`config.mk`:
```
export PLATFORM = sky130hd
export DESIGN_NAME = mips_boot_loader
export DESIGN_NICKNAME = d
export VERILOG_FILES = /design/src/rtl/mips_boot_pkg.sv /design/src/rtl/boot_byte_packer.sv /design/src/rtl/mips_boot_loader.sv
export SDC_FILE = /design/constraint.sdc
export NUM_CORES = 1
export LEC_CHECK = 0
export CELL_PAD_IN_SITES_DETAIL_PLACEMENT = 0
export CELL_PAD_IN_SITES_GLOBAL_PLACEMENT = 1
export CORE_AREA = 8 8 111 123
export DETAILED_ROUTE_END_ITERATION = 10
export DIE_AREA = 0 0 119 131
export GPL_TIMING_DRIVEN = 1
export PLACE_DENSITY_LB_ADDON = 0.1
export SKIP_CTS_REPAIR_TIMING = 1
export SLEW_MARGIN = 10
export SYNTH_ARGS = -nofsm -noshare
export SYNTH_HDL_FRONTEND = slang
export SYNTH_SLANG_ARGS = --single-unit
export TNS_END_PERCENT = 30
```
`constraint.sdc`:
```
create_clock -name clk -period 1.9 [get_ports clk]
set_clock_uncertainty 0.15 [all_clocks]
set_input_delay 0.38 -clock clk [delete_from_list [all_inputs] [get_ports clk]]
set_output_delay 0.38 -clock clk [all_outputs]
set_load 0.03 [all_outputs]
```
`src/rtl/mips_boot_pkg.sv`:
```
// Shared definitions for the MIPS boot loader: loader states and word geometry.
package mips_boot_pkg;

  localparam int BYTES_PER_WORD = 4;
  localparam int WORD_W         = 32;

  typedef enum logic [2:0] {
    IDLE,
    HDR,
    LOAD,
    FLUSH,
    DONE,
    ERR
  } state_t;

endpackage

```
`src/rtl/boot_byte_packer.sv`:
```
// Packs accepted host bytes into little-endian words; word_valid pulses with the
// completing byte so the parent can register the write on that same edge.
module boot_byte_packer
  import mips_boot_pkg::*;
(
  input  logic              clk,
  input  logic              reset,
  input  logic              clear,
  input  logic [7:0]        rx_byte,
  input  logic              accept,
  output logic [WORD_W-1:0] word,
  output logic              word_valid
);

  localparam int             IDX_W = $clog2(BYTES_PER_WORD);
  localparam logic [IDX_W-1:0] LAST = IDX_W'(BYTES_PER_WORD - 1);

  logic [IDX_W-1:0]  idx;
  logic [WORD_W-9:0] low;

  // The top byte is never stored: it arrives on the completing edge itself.
  always_comb begin
    word_valid = accept && (idx == LAST);
    word       = {rx_byte, low};
  end

  always_ff @(posedge clk) begin
    if (!reset || clear) begin
      idx <= '0;
      low <= '0;
    end else if (accept) begin
      idx <= idx + 1'b1;
      if (idx != LAST) begin
        low[{idx, 3'b000} +: 8] <= rx_byte;
      end
    end
  end

endmodule

```
`src/rtl/mips_boot_loader.sv`:
```
// Boot loader: receives a length header and payload bytes, writes instruction
// memory, then releases the MIPS core from reset once every word is written.
module mips_boot_loader
  import mips_boot_pkg::*;
#(
  parameter int ADDR_W = 8
) (
  input  logic              clk,
  input  logic              reset,
  input  logic              start,
  input  logic [7:0]        rx_data,
  input  logic              rx_valid,
  output logic              rx_ready,
  output logic              imem_we,
  output logic [ADDR_W-1:0] imem_addr,
  output logic [WORD_W-1:0] imem_wdata,
  output logic              core_reset,
  output logic              busy,
  output logic              done,
  output logic              error,
  output logic [ADDR_W:0]   words_loaded
);

  localparam logic [ADDR_W:0] CAPACITY = {1'b1, {ADDR_W{1'b0}}};

  state_t            state;
  logic [ADDR_W:0]   n_words;
  logic [WORD_W-1:0] word;
  logic              word_valid;
  logic              accept;
  logic              restart;
  logic [ADDR_W:0]   hdr_n;
  logic              hdr_bad;

  assign rx_ready = (state == HDR) || (state == LOAD);
  assign busy     = (state == HDR) || (state == LOAD) || (state == FLUSH);
  assign accept   = rx_valid && rx_ready;
  assign restart  = start && ((state == IDLE) || (state == DONE) || (state == ERR));

  // Header carries the word count in its low bits; anything above must be zero.
  assign hdr_n   = word[ADDR_W:0];
  assign hdr_bad = (hdr_n == '0) || (hdr_n > CAPACITY) || ((word >> (ADDR_W + 1)) != '0);

  boot_byte_packer u_packer (
    .clk        (clk),
    .reset      (reset),
    .clear      (restart),
    .rx_byte    (rx_data),
    .accept     (accept),
    .word       (word),
    .word_valid (word_valid)
  );

  always_ff @(posedge clk) begin
    if (!reset) begin
      state        <= IDLE;
      n_words      <= '0;
      imem_we      <= 1'b0;
      imem_addr    <= '0;
      imem_wdata   <= '0;
      core_reset   <= 1'b0;
      done         <= 1'b0;
      error        <= 1'b0;
      words_loaded <= '0;
    end else begin
      imem_we <= 1'b0;
      case (state)
        IDLE: if (start) state <= HDR;
        HDR: begin
          if (word_valid) begin
            if (hdr_bad) begin
              state <= ERR;
              error <= 1'b1;
            end else begin
              n_words <= hdr_n;
              state   <= LOAD;
            end
          end
        end
        LOAD: begin
          // The count before incrementing is the address of the word just completed.
          if (word_valid) begin
            imem_we      <= 1'b1;
            imem_addr    <= words_loaded[ADDR_W-1:0];
            imem_wdata   <= word;
            words_loaded <= words_loaded + 1'b1;
            if (words_loaded + 1'b1 == n_words) state <= FLUSH;
          end
        end
        FLUSH: begin
          state      <= DONE;
          done       <= 1'b1;
          core_reset <= 1'b1;
        end
        DONE, ERR: begin
          if (start) begin
            state        <= HDR;
            done         <= 1'b0;
            error        <= 1'b0;
            core_reset   <= 1'b0;
            words_loaded <= '0;
          end
        end
        default: state <= IDLE;
      endcase
    end
  end

endmodule

```
==> results.yml <==
floorplan:
  pin_count: 67
  die_w_um: 119
  die-area_sq_mm: 0.0156
  start_util_pct: 33.6
  fp.dieH_um: 131
  rows: 42
  coreArea_sq_mm: 0.0117
drt:
  drtIter0Drc: 145
  final_antenna_net_count: 0
  routed-wl-met3_um: 433
  wire_per_inst_um: 15.0
  drc: 0
  first_pass_iters: 5
  wl_met1_um: 4690
  wl_um: 11300
  vias_per_cell: 4.88
  via_count: 3669
  route.met2.wl_um: 5990
  top_layer_used: "met4"
outcome:
  violations: "negative setup slack"
  status: "finished, violations left"
setup_path:
  cp_slowest_stage_delay_ns: 0.44
  critical_path_arrival_ns: 2.06
  cp-end-kind: "flop"
  crit_path_cell_trace: "nor4_4 -> buf_4 -> nand3_4 -> a2111oi_4 -> buf_6 -> mux2i_1 -> nor2b_1"
  path_delay_family: "compound AO/OA/AOI/OAI gates"
  critical_path_peak_fanout: 5
  cp.required_ns: 1.98
  slowest_stage: "a2111oi_4"
  worst_setup_path_start_kind: "flop"
  worstSetupPathType: "reg -> reg"
  worst-path-buf-inv: 2
grt:
  grt_pass1_wl_um: 18100
  grt_overflow_total: 0
  grt_pass1_vias: 3617
  grt_antenna_before_repair: 0
  grt_max_degree: 27
  groute.usage.overall_pct: 14.5
layout:
  fin_cells: 752
  area_growth_pct: 49.6
  drive_above_1_share_pct: 21.1
  final_cell_area_sq_mm: 0.00590
  final_common_cell: "nand2_1"
  antennaDiodeCount: 0
  fillers: 1128
  final_cell_mix: "nand2_1 (118), dfxtp_1 (84), buf_4 (68), dlymetal6s2s_1 (53), a21boi_0 (48)"
  nets: 611
power:
  power.density_mw_per_mm2: 691
  vdd.ir_drop.worst_v: 0.000342
  p_leak_nw: 3.00
clock_tree:
  clock_path_buffers: 2
  cts_tree: "built"
  cts.sink_count: 90
  clockRootBuffer: "clkbuf_16"
  clk_pin_slew_ns: 0.06
  cts_buffers: 9
  clk_latency_ns: 0.34
  cts_max_level: 3
synth:
  netlist_area_sq_mm: 0.00394
  synth_nets: 493
  avgSynthCellArea_sq_um: 8.30
  ys_ff_latch: 90
  ys_types: 42
  ys_warn_count: 0
  ys_seq_area_share_pct: 45.7
  syn_inst: 475
sta:
  final-setup-viol-count: 9
  tightest_slew_ns: 0.348
  post-route-period-util_pct: 104
  finalCriticalPeriod_ns: 1.98
  drv_slew: 0
  relSlewSlack_pct: 76.8
  hold_viol_final: 0
  fmax_ghz: 0.504
  fin_ws_ns: -0.0826
  rsz0062_at_grt: "true"
  final.setup.tns_ns: -0.625
place:
  io_buffer_count: 66
  placed_cell_area_sq_mm: 0.00524
  routabilityCongestion: 0.794
  place_hpwl_um: 8490
  placedCellCount: 733
min_path:
  hold_path_class: "reg -> reg"
job:
  drv_cap: 0
==> registers in the layout, indices dropped and copies added (netlist names) <==
| name | count |
|---|---|
| imem_wdata | 32 |
| u_packer.low | 24 |
| n_words | 9 |
| words_loaded | 9 |
| imem_addr | 8 |
| state | 3 |
| u_packer.idx | 2 |
| done | 1 |
| error | 1 |
| imem_we | 1 |
==> final timing paths <==
| kind | slack (ns) | startpoint | to | cells past startpoint |
|---|---|---|---|---|
| setup / recovery | -0.08 | u_packer.low[1] | n_words[1] | 7 |
| hold / removal | 0.29 | error | error | 2 |
| setup reg to reg | -0.08 | u_packer.low[1] | n_words[1] | 7 |
| hold reg to reg | 0.29 | error | error | 2 |
==> synth_stat cells, drive strengths merged <==
cell	instances	area, sq um
nand2	119	447
dfxtp	90	1800
a21boi	49	368
nand3	32	160
a21oi	28	140
clkbuf	19	71.3
nor2	14	52.6
buf	13	73.8
o21ai	12	60.1
nor2b	11	68.8
xnor2	10	87.6
and2	9	56.3
mux2i	9	90.1
nor4	8	50.1
and3	6	37.5
ha	6	75.1
inv	5	18.8
nor3b	5	42.5
a31oi	4	25.0
xor2	4	35.0
nand3b	3	22.5
a21o	2	16.3
nor3	2	10.0
nor4b	2	23.8
o21a	2	15.0
or3	2	12.5
a2111oi	1	15.0
a211o	1	8.76
and3b	1	8.76
nand2b	1	6.26
nand4	1	6.26
o311a	1	10.0
o311ai	1	8.76
o41ai	1	8.76
or4	1	7.51
==> per-stage QoR <==
step           total power [mW]  hold slack, ns  setup WS, ns  utilization (%)
4_1_cts                    4.11           0.299        -0.350             47.4
3_3_place_gp               2.17           0.287        -0.649             44.7
3_5_place_dp               2.17           0.289        -0.703             44.7
2_1_floorplan              2.04           0.295        0.0170                -
6_report                   4.08           0.290       -0.0826             50.3
5_1_grt                    4.22           0.333        -0.238             50.3
==> per-layer routing <==
metal / up-vias / GRT usage (%)
met5: - / 0
met4: 0 / 7.59
met3: 12 / 2.88
met2: 73 / 26.3
met1: 1731 / 15.9
li1: 1853 / -
==> area by class of cell <==
type                            instances  area (sq um)  share of cell area (%)
Clock inverter                          5          77.6                    1.32
Tap cell                              154           193                    3.27
Multi-Input combinational cell        348          2150                    36.5
Clock buffer                           11           243                    4.12
Sequential cell                        90          1810                    30.7
Inverter                                5          18.8                   0.318
Timing Repair Buffer                  139          1410                    23.8
==> worst register-to-register path, cell delays in order (launching register included) <==
cell	delay, ns
dfxtp_1	0.34
nor4_4	0.26
buf_4	0.16
nand3_4	0.08
a2111oi_4	0.44
buf_6	0.20
mux2i_1	0.19
nor2b_1	0.06
==> power breakdown <==
part / internal, mW / switching (mW)
registers: 1.89 / 0.00712
clock network: 1.18 / 0.745
logic: 0.121 / 0.125
==> kinds of logic after synthesis <==
family	after synthesis	share of synthesized area [%]
mux	9	2.29
xor+xnor	14	3.11
fa+ha+maj	6	1.90
flops	90	45.7
compound gates	102	17.1
buf+inv	37	4.16
simple gates	217	25.7
No activity file was read; power rests on OpenSTA's default activity.
